===== src/rtl/shift_arb_pkg.sv =====
// shift_arb_pkg: shared constants and state type for the shift arbiter
package shift_arb_pkg;
  localparam logic MODE_LSR = 1'b0;
  localparam logic MODE_ROR = 1'b1;
  localparam int ID_W = 2;
  typedef enum logic {ST_EMPTY, ST_FULL} state_t;
endpackage


===== src/rtl/shift_unit.sv =====
// shift_unit: 8-bit logical right shift / rotate right as a 4-2-1 mux cascade
module shift_unit
  import shift_arb_pkg::*;
(
  input  logic [7:0] data,
  input  logic [2:0] amt,
  input  logic       mode,
  output logic [7:0] result
);
  logic rot;
  logic [7:0] s4, s2;
  always_comb begin
    rot = mode == MODE_ROR;
    s4 = amt[2] ? {rot ? data[3:0] : 4'h0, data[7:4]} : data;
    s2 = amt[1] ? {rot ? s4[1:0] : 2'b00, s4[7:2]} : s4;
    result = amt[0] ? {rot & s2[0], s2[7:1]} : s2;
  end
endmodule


===== src/rtl/shift_arbiter.sv =====
// shift_arbiter: round-robin arbiter sharing one shift_unit among NREQ
// requesters, with a registered valid/ready result port
module shift_arbiter
  import shift_arb_pkg::*;
#(
  parameter int NREQ = 4,
  parameter int N = 8
) (
  input  logic              clk,
  input  logic              rst,
  input  logic [NREQ-1:0]   req_valid,
  output logic [NREQ-1:0]   req_ready,
  input  logic [NREQ*N-1:0] req_data,
  input  logic [NREQ*3-1:0] req_amt,
  input  logic [NREQ-1:0]   req_mode,
  output logic              rsp_valid,
  input  logic              rsp_ready,
  output logic [N-1:0]      rsp_data,
  output logic [ID_W-1:0]   rsp_id
);
  state_t state;
  logic [ID_W-1:0] rr_ptr, win, idx;
  logic found, can_accept, grant;
  logic [N-1:0] sel_data, shifted;
  logic [2:0] sel_amt;
  logic sel_mode;
  // first valid requester at or after rr_ptr, wrapping modulo NREQ
  always_comb begin
    found = 1'b0;
    win = '0;
    idx = '0;
    for (int k = 0; k < NREQ; k++) begin
      idx = ID_W'((32'(rr_ptr) + k) % NREQ);
      if (!found && req_valid[idx]) begin
        found = 1'b1;
        win = idx;
      end
    end
  end
  assign rsp_valid = state == ST_FULL;
  assign can_accept = !rsp_valid || rsp_ready;
  assign grant = found && can_accept && !rst;
  assign req_ready = grant ? NREQ'(1) << win : '0;
  assign sel_data = req_data[win*N +: N];
  assign sel_amt = req_amt[win*3 +: 3];
  assign sel_mode = req_mode[win];
  shift_unit u_shift (
    .data(sel_data),
    .amt(sel_amt),
    .mode(sel_mode),
    .result(shifted)
  );
  always_ff @(posedge clk) begin
    if (rst) begin
      state <= ST_EMPTY;
      rr_ptr <= '0;
      rsp_data <= '0;
      rsp_id <= '0;
    end else if (grant) begin
      state <= ST_FULL;
      rr_ptr <= ID_W'((32'(win) + 1) % NREQ);
      rsp_data <= shifted;
      rsp_id <= win;
    end else if (rsp_ready) begin
      state <= ST_EMPTY;
    end
  end
endmodule


===== config.mk =====
export PLATFORM = sky130hd
export DESIGN_NAME = shift_arbiter
export DESIGN_NICKNAME = d
export VERILOG_FILES = /design/src/rtl/shift_arb_pkg.sv /design/src/rtl/shift_unit.sv /design/src/rtl/shift_arbiter.sv
export SDC_FILE = /design/constraint.sdc
export NUM_CORES = 1
export LEC_CHECK = 0
export ABC_AREA = 0
export ABC_CLOCK_PERIOD_IN_PS = 3500
export CORE_ASPECT_RATIO = 1.75
export CORE_MARGIN = 8
export CORE_UTILIZATION = 40
export CTS_CLUSTER_DIAMETER = 150
export DETAILED_ROUTE_END_ITERATION = 6
export PLACE_DENSITY = 0.76
export SLEW_MARGIN = 15
export SYNTH_ARGS = -nofsm -noshare
export SYNTH_HDL_FRONTEND = slang
export SYNTH_SLANG_ARGS = --single-unit

===== constraint.sdc =====
create_clock -name clk -period 3.5 [get_ports clk]
set_input_delay 1.05 -clock clk [delete_from_list [all_inputs] [get_ports clk]]
set_output_delay 1.05 -clock clk [all_outputs]
set_load 0.1 [all_outputs]

== Word level (Yosys, flattened, before mapping) ==
Index checks and enable logic that the tools add are counted.
Storage, ports and cells
  output and inout port bits: 15
  input port bits: 55
  logic and storage cells: 56
  bits in registers: 13
Cells by class
  add/subtract/negate cells: 4
  bitwise operators: 1
  reductions and logical operators: 12
  magnitude comparators: 5
  multiplexer cells: 26
  $mul: 1
  shifts and indexed selects: 3
Operators by type and width (count)
  indexed part select 32 x 6 -> 8 bit: 1
  two-way mux 8 bit: 3
  less-than comparator 2 x 3 -> 1 bit (second input constant): 5
  indexed part select 12 x 5 -> 3 bit: 1
  two-way mux 1 bit: 11
  binary-select mux 1 bit (select 2 bit): 5
  two-way mux 2 bit: 5
  two-way mux 4 bit: 2
  logical AND 1 bit: 5
  logical NOT 1 bit: 5
  adder 2 x 1 -> 2 bit (second input constant): 2
  adder 2 bit (second input constant): 2
  multiplier 2 x 2 -> 4 bit (second input constant): 1
  left shift 1 x 2 -> 4 bit (first input constant): 1
  nonzero test 2 bit: 1
  bitwise AND 1 bit: 1
  logical OR 1 bit: 1

== Logic depth before layout (Yosys ltp) ==
Gate-level depths: netlist (run 1).
  word-level depth: 20
  mapped depth: 10
  gate-level depth less buffers: 8

== Cells and area by module ==
Synthesis (run 1) repeated with hierarchy kept, for this count alone.
Unflattened totals
  cell total of the unflattened synthesis: 163
  area total of the unflattened synthesis: 1463.9 um^2
Modules (own cells, without submodules)
  shift_arbiter: instances 1, area an instance 1039.7 um^2, cells an instance 117
  shift_unit: instances 1, area an instance 424.2 um^2, cells an instance 46

== Worst setup path before layout (run 1) ==
Ideal clock, no wire load.
  path kind: input to output
  start point: in req_valid[2]
  end point: out req_ready[0]
  arrival: 2874 ps
  stages: 6
  data required time: 2450 ps
  setup slack: -424 ps
  cells stage by stage: nor2b_1 > a211o_1 > nand2_1 > clkbuf_1 > ha_1 > and2_1
On the way
  word-level cells in the longest chain between the ends: 15
  elaborated cells between the ends (all ways): 26
RTL lines
  start: declaration: line shift_arbiter.sv:11  | input logic [NREQ-1:0] req_valid,
  binary-select mux 1 bit (select 2 bit): line shift_arbiter.sv:34  | if (!found && req_valid[idx]) begin
  two-way mux 1 bit (implied by the code): line shift_arbiter.sv:34
  two-way mux 1 bit: line shift_arbiter.sv:34
  logical NOT 1 bit: line shift_arbiter.sv:34
  logical AND 1 bit: line shift_arbiter.sv:34
  two-way mux 1 bit: line shift_arbiter.sv:34
  logical NOT 1 bit: line shift_arbiter.sv:34
  logical AND 1 bit: line shift_arbiter.sv:34
  two-way mux 1 bit: line shift_arbiter.sv:34
  logical NOT 1 bit: line shift_arbiter.sv:34
  logical AND 1 bit: line shift_arbiter.sv:34
  two-way mux 1 bit: line shift_arbiter.sv:34
  logical AND 1 bit (2 in series): line shift_arbiter.sv:42  | assign grant = found && can_accept && !rst;
  two-way mux 4 bit (*): line shift_arbiter.sv:43  | assign req_ready = grant ? NREQ'(1) << win : '0;
  end: declaration: line shift_arbiter.sv:12  | output logic [NREQ-1:0] req_ready,
Every way passes the cells marked *; elsewhere a longest branch is shown, timed or not. The select of a mux whose other input is x is not followed.

== Worst setup path after layout (run 1) ==
  start point: in req_valid[2]
  end point: out req_ready[1]
On the way
  elaborated cells between the ends (all ways): 26
RTL lines
  binary-select mux 1 bit (select 2 bit): line shift_arbiter.sv:34
  two-way mux 1 bit (implied by the code): line shift_arbiter.sv:34
  two-way mux 1 bit: line shift_arbiter.sv:34
  logical NOT 1 bit: line shift_arbiter.sv:34
  logical AND 1 bit: line shift_arbiter.sv:34
  two-way mux 1 bit: line shift_arbiter.sv:34
  logical NOT 1 bit: line shift_arbiter.sv:34
  logical AND 1 bit: line shift_arbiter.sv:34
  two-way mux 1 bit: line shift_arbiter.sv:34
  logical NOT 1 bit: line shift_arbiter.sv:34
  logical AND 1 bit: line shift_arbiter.sv:34
  two-way mux 2 bit (*): line shift_arbiter.sv:34
  via win[0]: line shift_arbiter.sv:22  | logic [ID_W-1:0] rr_ptr, win, idx;
  left shift 1 x 2 -> 4 bit (*): line shift_arbiter.sv:43
  two-way mux 4 bit (*): line shift_arbiter.sv:43
Mark *: on every way through the listed nets, which the timed path passes. The rest lies on a longest branch. The select of a mux whose other input is x is not followed.

==> results list, run 1 <==
- Of the post-synthesis cell area, the dominant cell type holds 0.152.
- Crit Path Category: primary input to primary output
- Worst hold path stage count: 2
- In this run the critical register-to-register path is launched from rr_ptr[0].
- Simple-gate area share of the yosys netlist: 0.321
* Sequential fraction of the synthesis area: 0.152
- The number of nets in the synthesized netlist is 279.
- Dividing the final minimum period by the clock period gives 1.00.
- The initial utilization of the core area, before any placement, comes to 0.414.
- Timing would allow up to 286 MHz.
* Number of synthesized register bits: 13
- In the final layout, flip-flops and latches occupy 260 um2.
- Cell Rows: 31
- Counting both buffers and inverters, the worst setup path holds a total of 2.
* CTS H-Tree Depth: 1
* Required time at the endpoint of the critical path: 2450 ps
- Count of flip-flops with a built-in enable after synthesis: 0
- Global-route wire length before repair: 9.83 mm
- Synthesized cell area: 0.00172 mm2
- After global routing the overflow that remains totals 0.
- The number of different library cells used by synthesis comes to 45.
- The tree is rooted in a clkbuf_8.
* Largest net degree at the start of global routing: 35
- Final Skew: 1.17 ps
- Along the worst path, the maximum fanout reaches 4.
- For this run, the leading register cell type out of synthesis is dfxtp_1.
- The analysis attributes to cell leakage a power of 1.12 nW.
- Clock tree synthesis inserted a total of 3 buffers.
- Standard cell area after detailed placement: 0.00260 mm2
* Area used by multi-input combinational logic: 0.00144 mm2
- CTS tree: yes
- In this run the horizontal extent of the chip is 65.5 um.
* Final-layout fill cell count: 325
- The region available for standard cell placement spans 0.00415 mm2.
* Max-cap violations: 0
- Count of boundary I/O pins: 70
- At the end of routability-driven placement, the weighted congestion stood at 0.905.
- Detailed placement finished with a half-perimeter wire length of 4.86 mm.
- From bottom edge to top edge, the die measures 103 um.
* Async SR Flop Fraction: 0
- Endpoints failing hold: 0
- Antenna Diode Count: 0
* Final antenna-violating net count: 0
- Total Routing Usage GR: 0.177
- The clock net in this run drives a total of 13 sinks.
- Dividing the detail-routed via count by the number of cells gives 5.99.
* Post-route DRC violation count: 0
- Number of pins with negative max-slew slack in the final report: 0
- Kind of end point of the critical path: primary output
* Syn Inst Count: 220
* Number of buffers between clock root and the deepest sink: 2
* Leading post-synthesis cells by cell area: dfxtp_1 15%, a221oi_1 6.1%, nor3b_1 5.2%, nor4_1 4.7%, and3_1 4.4%
* Crit-path slowest cell: or4b_4
- The synthesized design spends more area on one cell type than any other, namely dfxtp_1.
- Share of final-layout standard cells stronger than drive strength 1: 0.291
* Reg2Reg Capture Point: rsp_data[5]
- Final total negative setup slack: 0 ps
- Total of buffers placed on input and output ports: 69
- For this design, the CTS-stage hold fixing added 0 buffers.
* Worst R2R Setup Slack: 710 ps
- Clock-pin slew was measured on the worst setup and hold paths at 50 ps.
- The net count of the finished layout is 362.
- Per-cell routed wire length: 17.3 um
- Count of vias placed by the detailed router: 2,103
- The most common cell in the synthesized netlist is nand2_1.
* Count of cells along the worst register-to-register path: 9
- Vias in the first global route: 2,160
- Syn_area_per_cell: 7.80 um2
* Type of the most critical hold path: flop to flop
- Drt first-iter violations: 93
* Headroom to the max-slew limit: 0.654
- Worst vdd ir: 0.000391 V
- Aggregate routed wire length: 6.07 mm
- The Yosys step of the flow raised 0 warnings.
- In this run the power density over the cells is 507 mW/mm2.
- The flow ran to the end, and the final reports show no timing, DRC or antenna violations.
* Data arrival, critical path: 2450 ps
* Multiplexer fraction of the synthesized cell area: 0.0445
* Longest individual stage delay on the worst path: 590 ps
- Synth Area in XOR/XNOR: 0
- Fin area: 0.00277 mm2
- STA classifies the critical path startpoint as a primary input.
* Slew @ Worst Pin: 515 ps
* Final setup violation count: 0
- Antenna violations before repair: 0
- Area enclosed by the die boundary: 0.00673 mm2
* Min Tclk post-route: 3500 ps
- Critical-path cell list: buf_6, nor2b_4, or4b_4, nand2_8, ha_1, and2_4, buf_12
* Compound-gate portion of the synthesized area: 0.375
- Share of synthesized cell area in full adder, half adder and majority cells: 0.0292
- Among cell families on the critical path, the largest total delay comes from simple AND/OR/NAND/NOR gates.
* Hold Crit Endpoint: rsp_valid
* Number of optimization iterations in the first detailed-route pass: 5
- Clock insertion delay at the later pin of the skew report: 240 ps
- RSZ-0062 raised after global routing: true
* Largest family of logic cells by synthesized area: compound AO/OA/AOI/OAI gates
- Area growth syn-to-layout: 61.4%
* Top post-synthesis cells by count: 16 x nand2_1, 13 x clkbuf_1, 13 x dfxtp_1, 13 x nor4_1
- Hold path startpoint: rsp_valid
[report_power, final]
part / switching [mW] / internal (mW) / leakage, nW
Combinational: 0.631 / 0.447 / 0.992
Clock: 0.0527 / 0.0803 / 0.0228
Sequential: 0.0174 / 0.177 / 0.108
Total: 0.701 / 0.704 / 1.12
[cell type report]
cell class | count | share of cell area
flip-flops and latches | 13 | 0.0939
inverters | 2 | 0.00542
repair buffers | 103 | 0.343
multi-input cells | 180 | 0.519
clock buffers | 4 | 0.0163
well taps | 49 | 0.0221
[cells in the final DEF, fill, tap and decap left out, drive strengths merged, types with 3 or more instances in the layout]
cell,n
nand3,12
buf,53
nand3b,3
a21boi,5
and3,12
and2,7
a21bo,8
dfxtp,13
nor3,5
nor4,13
ha,4
a32oi,6
a211oi,4
clkdlybuf4s50,50
o21ai,5
clkbuf,4
nor2,7
a221oi,14
nor3b,12
o32ai,7
a221o,5
nor2b,5
nand2,16
o21bai,8
mux2i,5
[cell families after synthesis]
logic type               count (synthesis)
AND/OR/NAND/NOR                         97
AO/OA/AOI/OAI                           72
buffers and inverters                   27
flip-flops                              13
multiplexers                             7
adder cells (fa/ha/maj)                  4
[what timing repair did]
action,CTS,global route
pin swaps,2,5
setup endpoints to repair,12,7
buffers inserted,1,2
resized for setup,31,14
endpoints found under the hold margin,0,0
[layer usage]
layer  vias up  track usage  wire length (um)
met2        62        0.356              3450
met3        12       0.0218               203
met5         -            0                 0
li1       1042            -                 -
met1       987        0.166              2210
met4         0       0.0912               197
[worst register-to-register path, stage by stage (launching register included)]
cell and delay, ps:
dfxtp_1 420, nor2b_4 70, or4b_4 590, buf_4 260
a21bo_1 220, a32oi_2 230, buf_4 180, mux2i_1 310
a221oi_2 130, a221oi_1 290
[worst max path at each step]
stage / startpoint / to / slack [ps] / depth (start not counted)
final: req_valid[2] / req_ready[1] / 0.3 / 7
after global routing: req_valid[2] / req_ready[1] / -40 / 7
after detailed placement: req_valid[1] / rsp_data[4] / -540 / 9
after floorplan: req_valid[2] / req_ready[0] / 2 / 7
after global placement: req_valid[1] / rsp_data[4] / -480 / 9
after CTS: req_valid[2] / req_ready[2] / 9 / 8
[per-stage QoR]
| step | util | instances | power (mW) | worst slack [ps] | hold slack, ps |
|---|---|---|---|---|---|
| floorplan | - | 220 | 0.911 | 2.33 | 491 |
| global route | 0.667 | 351 | 1.49 | -37.6 | 527 |
| CTS | 0.647 | 349 | 1.36 | 9.38 | 494 |
| detailed placement | 0.626 | 344 | 1.22 | -536 | 485 |
| finish | 0.667 | 351 | 1.40 | 0.254 | 490 |
| global placement | 0.626 | 344 | 1.20 | -478 | 468 |
[sequential cells by signal, summed over array words and instances, names as in the netlist]
name,flops
rsp_data,8
rr_ptr,2
rsp_id,2
rsp_valid,1
(Power assumes the default switching activity.)
==> run 2: changes to the inputs <==
--- a/config.mk
+++ b/config.mk
@@ -12,7 +12,8 @@
 export CORE_UTILIZATION = 40
 export CTS_CLUSTER_DIAMETER = 150
 export DETAILED_ROUTE_END_ITERATION = 6
-export PLACE_DENSITY = 0.76
+export GPL_TIMING_DRIVEN = 0
+export PLACE_DENSITY = 0.78
 export SLEW_MARGIN = 15
 export SYNTH_ARGS = -nofsm -noshare
 export SYNTH_HDL_FRONTEND = slang
==> run 2 against run 1 <==
Effect of this change:
- the flow now finishes with violations (setup timing)
- die area stayed put
- critical path depth is 1 higher
- hold slack worse by 0.60 ps
- largest cell class unchanged
- highest routed layer unchanged
==> results list, run 2 (synthesis results as in run 1) <==
- Endpoints failing hold: 0 (unchanged)
* Leading cell type in the layout, fill and taps excluded: clkdlybuf4s50_1
- Crit Path Category: primary input to primary output
* CTS tree: yes
- Number of optimization iterations in the first detailed-route pass: 4 (-1)
* Kind of end point of the critical path: primary output
- Post-CTS Hold Buffers: 0 (unchanged)
- The data required time at the worst endpoint was 2450 ps (about the same).
* Status: finished with violations
- The residual DRC count is 0 (unchanged).
- The area growth from synthesis to layout is 62.4%.
- Final-layout fill cell count: 349 (+7.4%)
- Aggregate routed wire length: 5.97 mm (-1.5%)
* Final Skew: 3.72 ps (+2.55 ps)
- Per-cell routed wire length: 17.0 um (-1.5%)
- Antenna Diode Count: 0 (unchanged)
* Area enclosed by the die boundary: 0.00673 mm2 (unchanged)
- The count of pins on the block boundary was 70 (unchanged).
* Cell Rows: 31 (unchanged)
- The worst max-slew margin expressed relative to the limit was 0.346 (-0.307).
- The flip-flop count of the largest register after layout is 8 (unchanged).
- The largest registers in the layout are rsp_data: 8 flops, rr_ptr: 2 flops, rsp_id: 2 flops.
* Number of pins with negative max-slew slack in the final report: 0 (unchanged)
- Slew @ Worst Pin: 978 ps (+463 ps)
* Global-route wire length before repair: 9.58 mm (-2.5%)
* Max-cap violations: 0 (unchanged)
- STA classifies the critical path startpoint as a primary input.
- The final cell count without fillers came to 351 (unchanged).
- Cells after DPL: 338 (-1.7%)
- GRT overflow: 0 (unchanged)
* Largest net degree at the start of global routing: 12 (-66%)
- The core area came to 0.00415 mm2 (unchanged).
- Clock Sinks: 13 (unchanged)
- Smallest setup slack after layout: -18.6 ps (-18.9 ps)
- Max FO, Critical Path: 5 (+1)
* Count of vias placed by the detailed router: 2,113 (+0.48%)
* Starting Density: 0.414 (unchanged)
* Power per standard cell area: 497 mW/mm2 (-1.9%)
* Final estimated routing congestion in global placement: 0.889 (-1.9%)
- The data arrival time at the worst-slack endpoint is 2470 ps (+20 ps).
- Fin area: 0.00279 mm2 (+0.63%)
- Clock-pin transition on the worst setup and hold timing paths: 60 ps (about the same)
- Ranked by flip-flop count, first place goes to rsp_data.
- The number of buffers created by CTS came to 3 (unchanged).
* Total of buffers placed on input and output ports: 69 (unchanged)
* Antenna violations before repair: 0 (unchanged)
- The detailed router's first-iteration violation count was 142 (+53%).
* Reported leakage power: 1.06 nW (-5.7%)
- Most used cells in the layout excluding fill and tap cells: 61 x clkdlybuf4s50_1, 14 x nand2_1, 13 x dfxtp_1
- Ratio of routed vias to standard cells: 6.02 (+0.48%)
- Clock insertion delay at the later pin of the skew report: 250 ps (about the same)
* Overall die height: 103 um (unchanged)
* Final antenna-violating net count: 0 (unchanged)
- Final setup violation count: 3 (+3)
* RSZ-0062 raised after global routing: true
* CTS H-Tree Depth: 1 (unchanged)
- Worst slack at placement: -1700 ps (-1160 ps)
- The post-detailed-placement cell area was 0.00248 mm2 (-4.5%).
* Clock root buffer master: clkbuf_8
* Total Routing Usage GR: 0.177 (-0.000417)
- The number of global-route vias before repair came to 2,226 (+3.1%).
* Fmax: 284 MHz (-0.54%)
- The peak supply drop is 0.000405 V (+3.6%).
- The final period utilization came to 1.01 (+0.00540).
* Type of the most critical hold path: flop to flop
- The checks that failed: setup timing.
- Share of final-layout standard cells stronger than drive strength 1: 0.222 (-0.0695)
- Number of buffers between clock root and the deepest sink: 2 (unchanged)
- Overall die width: 65.5 um (unchanged)
- Detailed-placement wirelength estimate: 4.66 mm (-4.0%)
- Final #Nets: 362 (unchanged)
* Min Tclk post-route: 3520 ps (+18.9 ps)
## run 2: cell count changes in the layout (fill, tap and decap cells not counted), sizes merged
cell           previous run  this run
clkbuf                    4        16
buf                      53        30
clkdlybuf4s50            50        61
## run 2: path summary, 6_finish.rpt
check             slack, ps      endpoint          from  cells after the start
hold / removal          490     rsp_valid     rsp_valid                      2
setup / recovery        -20  req_ready[2]  req_valid[2]                      8
hold reg to reg         490     rsp_valid     rsp_valid                      2
setup reg to reg        670   rsp_data[6]     rr_ptr[0]                      9
## run 2: metrics by stage
step / power, mW / setup TNS, ps / utilization / hold WS, ps
3_5_place_dp: 1.14 / -10030 / 0.598 / 475
5_1_grt: 1.48 / -88.8 / 0.672 / 540
4_1_cts: 1.35 / -180 / 0.659 / 483
2_1_floorplan: 0.911 / 0 / - / 491
6_report: 1.39 / -33.7 / 0.672 / 489
3_3_place_gp: 1.13 / -10030 / 0.598 / 468
## run 2: layout make-up
type                       count  area (um2)  area share
timing repair buffer          80         813       0.292
inverter                       2        17.5     0.00628
buffer                        23         129      0.0462
clock buffer                   4        45.0      0.0162
tap                           49        61.3      0.0220
sequential                    13         260      0.0934
multi-input combinational    180        1460       0.524
## run 2: layer usage
metal | vias up | track usage | wire length (um)
li1 | 1039 | - | -
met1 | 975 | 0.157 | 2140
met2 | 86 | 0.353 | 3340
met3 | 13 | 0.0316 | 325
met4 | 0 | 0.101 | 170
met5 | - | 0 | 0
## run 2: what timing repair did
item,4_1_cts,5_1_grt
gates cloned,0,0
setup endpoints to repair,12,11
gates resized for setup,85,11
pin swaps,5,3
hold endpoints to repair,0,0
buffers inserted,7,4
## run 2: power breakdown
group	internal [mW]	total (mW)	switching (mW)
clock	0.0807	0.139	0.0582
sequential	0.177	0.192	0.0154
combinational	0.424	1.06	0.632
## run 2: worst max-delay path: stages
cell,delay (ps)
buf_8,100
nor2b_4,130
or4b_4,590
nand2_8,120
inv_8,40
ha_4,140
and2_4,130
buf_12,160
==> run 3: changes to the inputs <==
--- a/config.mk
+++ b/config.mk
@@ -18,3 +18,4 @@
 export SYNTH_ARGS = -nofsm -noshare
 export SYNTH_HDL_FRONTEND = slang
 export SYNTH_SLANG_ARGS = --single-unit
+export TNS_END_PERCENT = 30
==> run 3 against run 2 <==
Effect of this change:
- the run still ends with setup timing left
- core utilization up 0.69 points
- sequential share of layout area down 0.095 points
- first-iteration DRC count down 36%
- flip-flop and latch count unchanged
- die area unchanged
- routed wire length up 3.3%
- critical path depth down 1
- clock-buffer cell count unchanged
- clock power down 3%
- non-clock buffer count up 1
- critical path type unchanged
- critical endpoint is now req_ready[3]
- largest cell class unchanged
- largest power group unchanged
- highest routed layer unchanged
==> results list, run 3 (synthesis results as in run 1) <==
* Status: finished with violations
- The final reports fail on setup timing.
* Per-cell routed wire length: 17.5 um (+3.0%)
- In this run the worst setup path begins at req_valid[2].
* Clock root buffer master: clkbuf_8
- Net Sw Power: 0.710 mW (+0.74%)
- Area enclosed by the die boundary: 0.00673 mm2 (unchanged)
* Sequential cell fraction of total power: 0.138 (about the same)
- Flip-flop count of the largest register after layout: 8 (unchanged)
- Crit Path Category: primary input to primary output
- Number of buffers between clock root and the deepest sink: 2 (unchanged)
- End of the critical path: req_ready[3]
- The antenna diode count is 0 (unchanged).
- Clock Sinks: 13 (unchanged)
- Share of power burned in the clock network: 0.097 (-0.003)
- Non-filler instance count after layout: 352 (+0.28%)
* Worst slack on hold paths: 517 ps (+27.4 ps)
- Slew @ Worst Pin: 970 ps (-7.77 ps)
- Number of buffers added by the clock tree synthesis step: 3 (unchanged)
- Total of buffers placed on input and output ports: 69 (unchanged)
- Final #Nets: 363 (+0.28%)
- The residual DRC count is 0 (unchanged).
- The detailed placement HPWL was 4.65 mm (-0.19%).
- Starting Density: 0.414 (unchanged)
* Reported leakage power: 1.07 nW (+1.0%)
* Most used cells in the layout excluding fill and tap cells: 61 x clkdlybuf4s50_1, 14 x nand2_1, 13 x dfxtp_1
* Max-cap violations: 0 (unchanged)
- The number of buffers inserted by hold repair at cts came to 0 (unchanged).
- Final Skew: 1.90 ps (-1.82 ps)
- Power per standard cell area: 495 mW/mm2 (-0.56%)
- Area growth syn-to-layout: 64.1%
- In this run the critical register-to-register path is launched from rr_ptr[0].
* Headroom to the max-slew limit: 0.351 (+0.00520)
* Smallest setup slack after layout: -38.1 ps (-19.5 ps)
- PnR Total Power: 1.39 mW (+0.47%)
* Antenna violations before repair: 0 (unchanged)
- The post-route antenna net violation count was 0 (unchanged).
- The number of hold violations in the final report was 0 (unchanged).
- The core area is 0.00415 mm2 (unchanged).
* Count of boundary I/O pins: 70 (unchanged)
* Leading cell type in the layout, fill and taps excluded: clkdlybuf4s50_1
- Overall die width: 65.5 um (unchanged)
- Count of vias placed by the detailed router: 2,149 (+1.7%)
- Min Tclk post-route: 3540 ps (+19.5 ps)
* Crit start category: primary input
- Overall die height: 103 um (unchanged)
- The portion of total power attributed to combinational logic came to 0.765 (+0.004).
- The number of pins with negative max-slew slack in the final report was 0 (unchanged).
- Largest net degree at the start of global routing: 12 (unchanged)
- Final setup violation count: 3 (unchanged)
* Register containing the most flip-flops in the final layout: rsp_data
- Reg2Reg Capture Point: rsp_data[6]
- The length in cells of the worst reg-to-reg path came to 9 (unchanged).
- Worst R2R Setup Slack: 660 ps (about the same)
* Cells after DPL: 338 (unchanged)
- Switching power as a share of total power: 0.510 (+0.00139)
- Final estimated routing congestion in global placement: 0.871 (-1.9%)
* Drt first-iter violations: 91 (-36%)
- Internal: 0.682 mW (+0.18%)
- The top fanout value on the critical path was 5 (unchanged).
- Worst vdd ir: 0.000523 V (+29%)
- The H-tree depth came to 1 (unchanged).
- The sum of overflow across all layers after global routing was 0 (unchanged).
- The path class of the tightest hold or removal check is flop to flop.
* Fmax: 283 MHz (-0.55%)
- The worst-skew pair later-pin latency was 240 ps (about the same).
- The total wire length after detailed routing came to 6.17 mm (+3.3%).
* Total Routing Usage GR: 0.176 (-0.00143)
- Kind of end point of the critical path: primary output
- TritonCTS built the clock tree.
* Vias in the first global route: 2,210 (-0.72%)
- The final standard cell utilization of the core was 0.679 (+0.00693).
- Share of final-layout standard cells stronger than drive strength 1: 0.228 (+0.00587)
- The largest registers in the layout are rsp_data: 8 flops, rr_ptr: 2 flops, rsp_id: 2 flops.
- The detailed-route vias per instance was 6.11 (+1.4%).
* Global-route wire length before repair: 9.74 mm (+1.6%)
- The first-pass iteration count of the detailed router came to 4 (unchanged).
- Clock-pin transition on the worst setup and hold timing paths: 60 ps (about the same)
- Setup repair after global routing could not meet its margin everywhere.
- Share of the clock period used by the worst path after layout: 1.01 (+0.00556)
- Data arrival, critical path: 2490 ps (+20 ps)
* Cell Rows: 31 (unchanged)
* Required time at the endpoint of the critical path: 2450 ps (about the same)
-- run 3: cell count changes in the layout (fill, tap and decap cells not counted) --
cell      change
nor4_4        +1
o32ai_1       -1
buf_2         -2
buf_4         +1
clkbuf_4      +2
nor4_2        -1
o32ai_2       +1
-- run 3: area by class of cell --
| type | instances | area, um2 |
|---|---|---|
| flip-flops and latches | 13 | 260 |
| well taps | 49 | 61.3 |
| repair buffers | 81 | 826 |
| clock buffers | 4 | 45.0 |
| plain buffers | 23 | 129 |
| multi-input cells | 180 | 1480 |
| inverters | 2 | 17.5 |
| fillers | 342 | 1330 |
-- run 3: metrics by stage --
| step | setup TNS [ps] | worst slack [ps] | area, um2 |
|---|---|---|---|
| finish | -90.1 | -38.1 | 2820 |
| global route | -140 | -49.3 | 2820 |
| CTS | -164 | -60.7 | 2750 |
| detailed placement | -10030 | -1700 | 2480 |
| global placement | -9960 | -1740 | 2480 |
| floorplan | -99.5 | -47.6 | 1730 |
-- run 3: routing by layer --
metal | up-vias | global-route usage | share of wire
met3 | 11 | 0.0250 | 0.040
li1 | 1047 | - | -
met4 | 0 | 0.0625 | 0.020
met1 | 1029 | 0.168 | 0.38
met5 | - | 0 | 0
met2 | 62 | 0.357 | 0.56
-- run 3: power groups by stage --
stage / Sequential, mW / Combinational [mW] / Clock (mW)
CTS: 0.191 / 1.02 / 0.136
global placement: 0.192 / 0.940 / 0
finish: 0.192 / 1.07 / 0.135
floorplan: 0.363 / 0.546 / 0
detailed placement: 0.193 / 0.948 / 0
global route: 0.196 / 1.13 / 0.141
-- run 3: timing repair --
item,CTS,global route
gates resized for setup,86,17
pin swaps,5,3
endpoints found under the setup margin,12,12
buffers inserted,8,4
-- run 3: how the worst min path moves through the flow --
stage	startpoint	endpoint	cells past startpoint	slack [ps]
after floorplan	rr_ptr[0]	rr_ptr[0]	2	490
after global placement	rsp_id[0]	rsp_id[0]	2	470
after detailed placement	rsp_valid	rsp_valid	2	480
after CTS	rsp_valid	rsp_valid	2	490
after global routing	rsp_valid	rsp_valid	2	540
final	rsp_valid	rsp_valid	2	520
-- run 3: critical path: stages --
cell and delay (ps):
buf_8 100, nor2b_4 120, or4b_4 590, nand2_8 130
ha_1 160, and2_4 160, buf_12 170
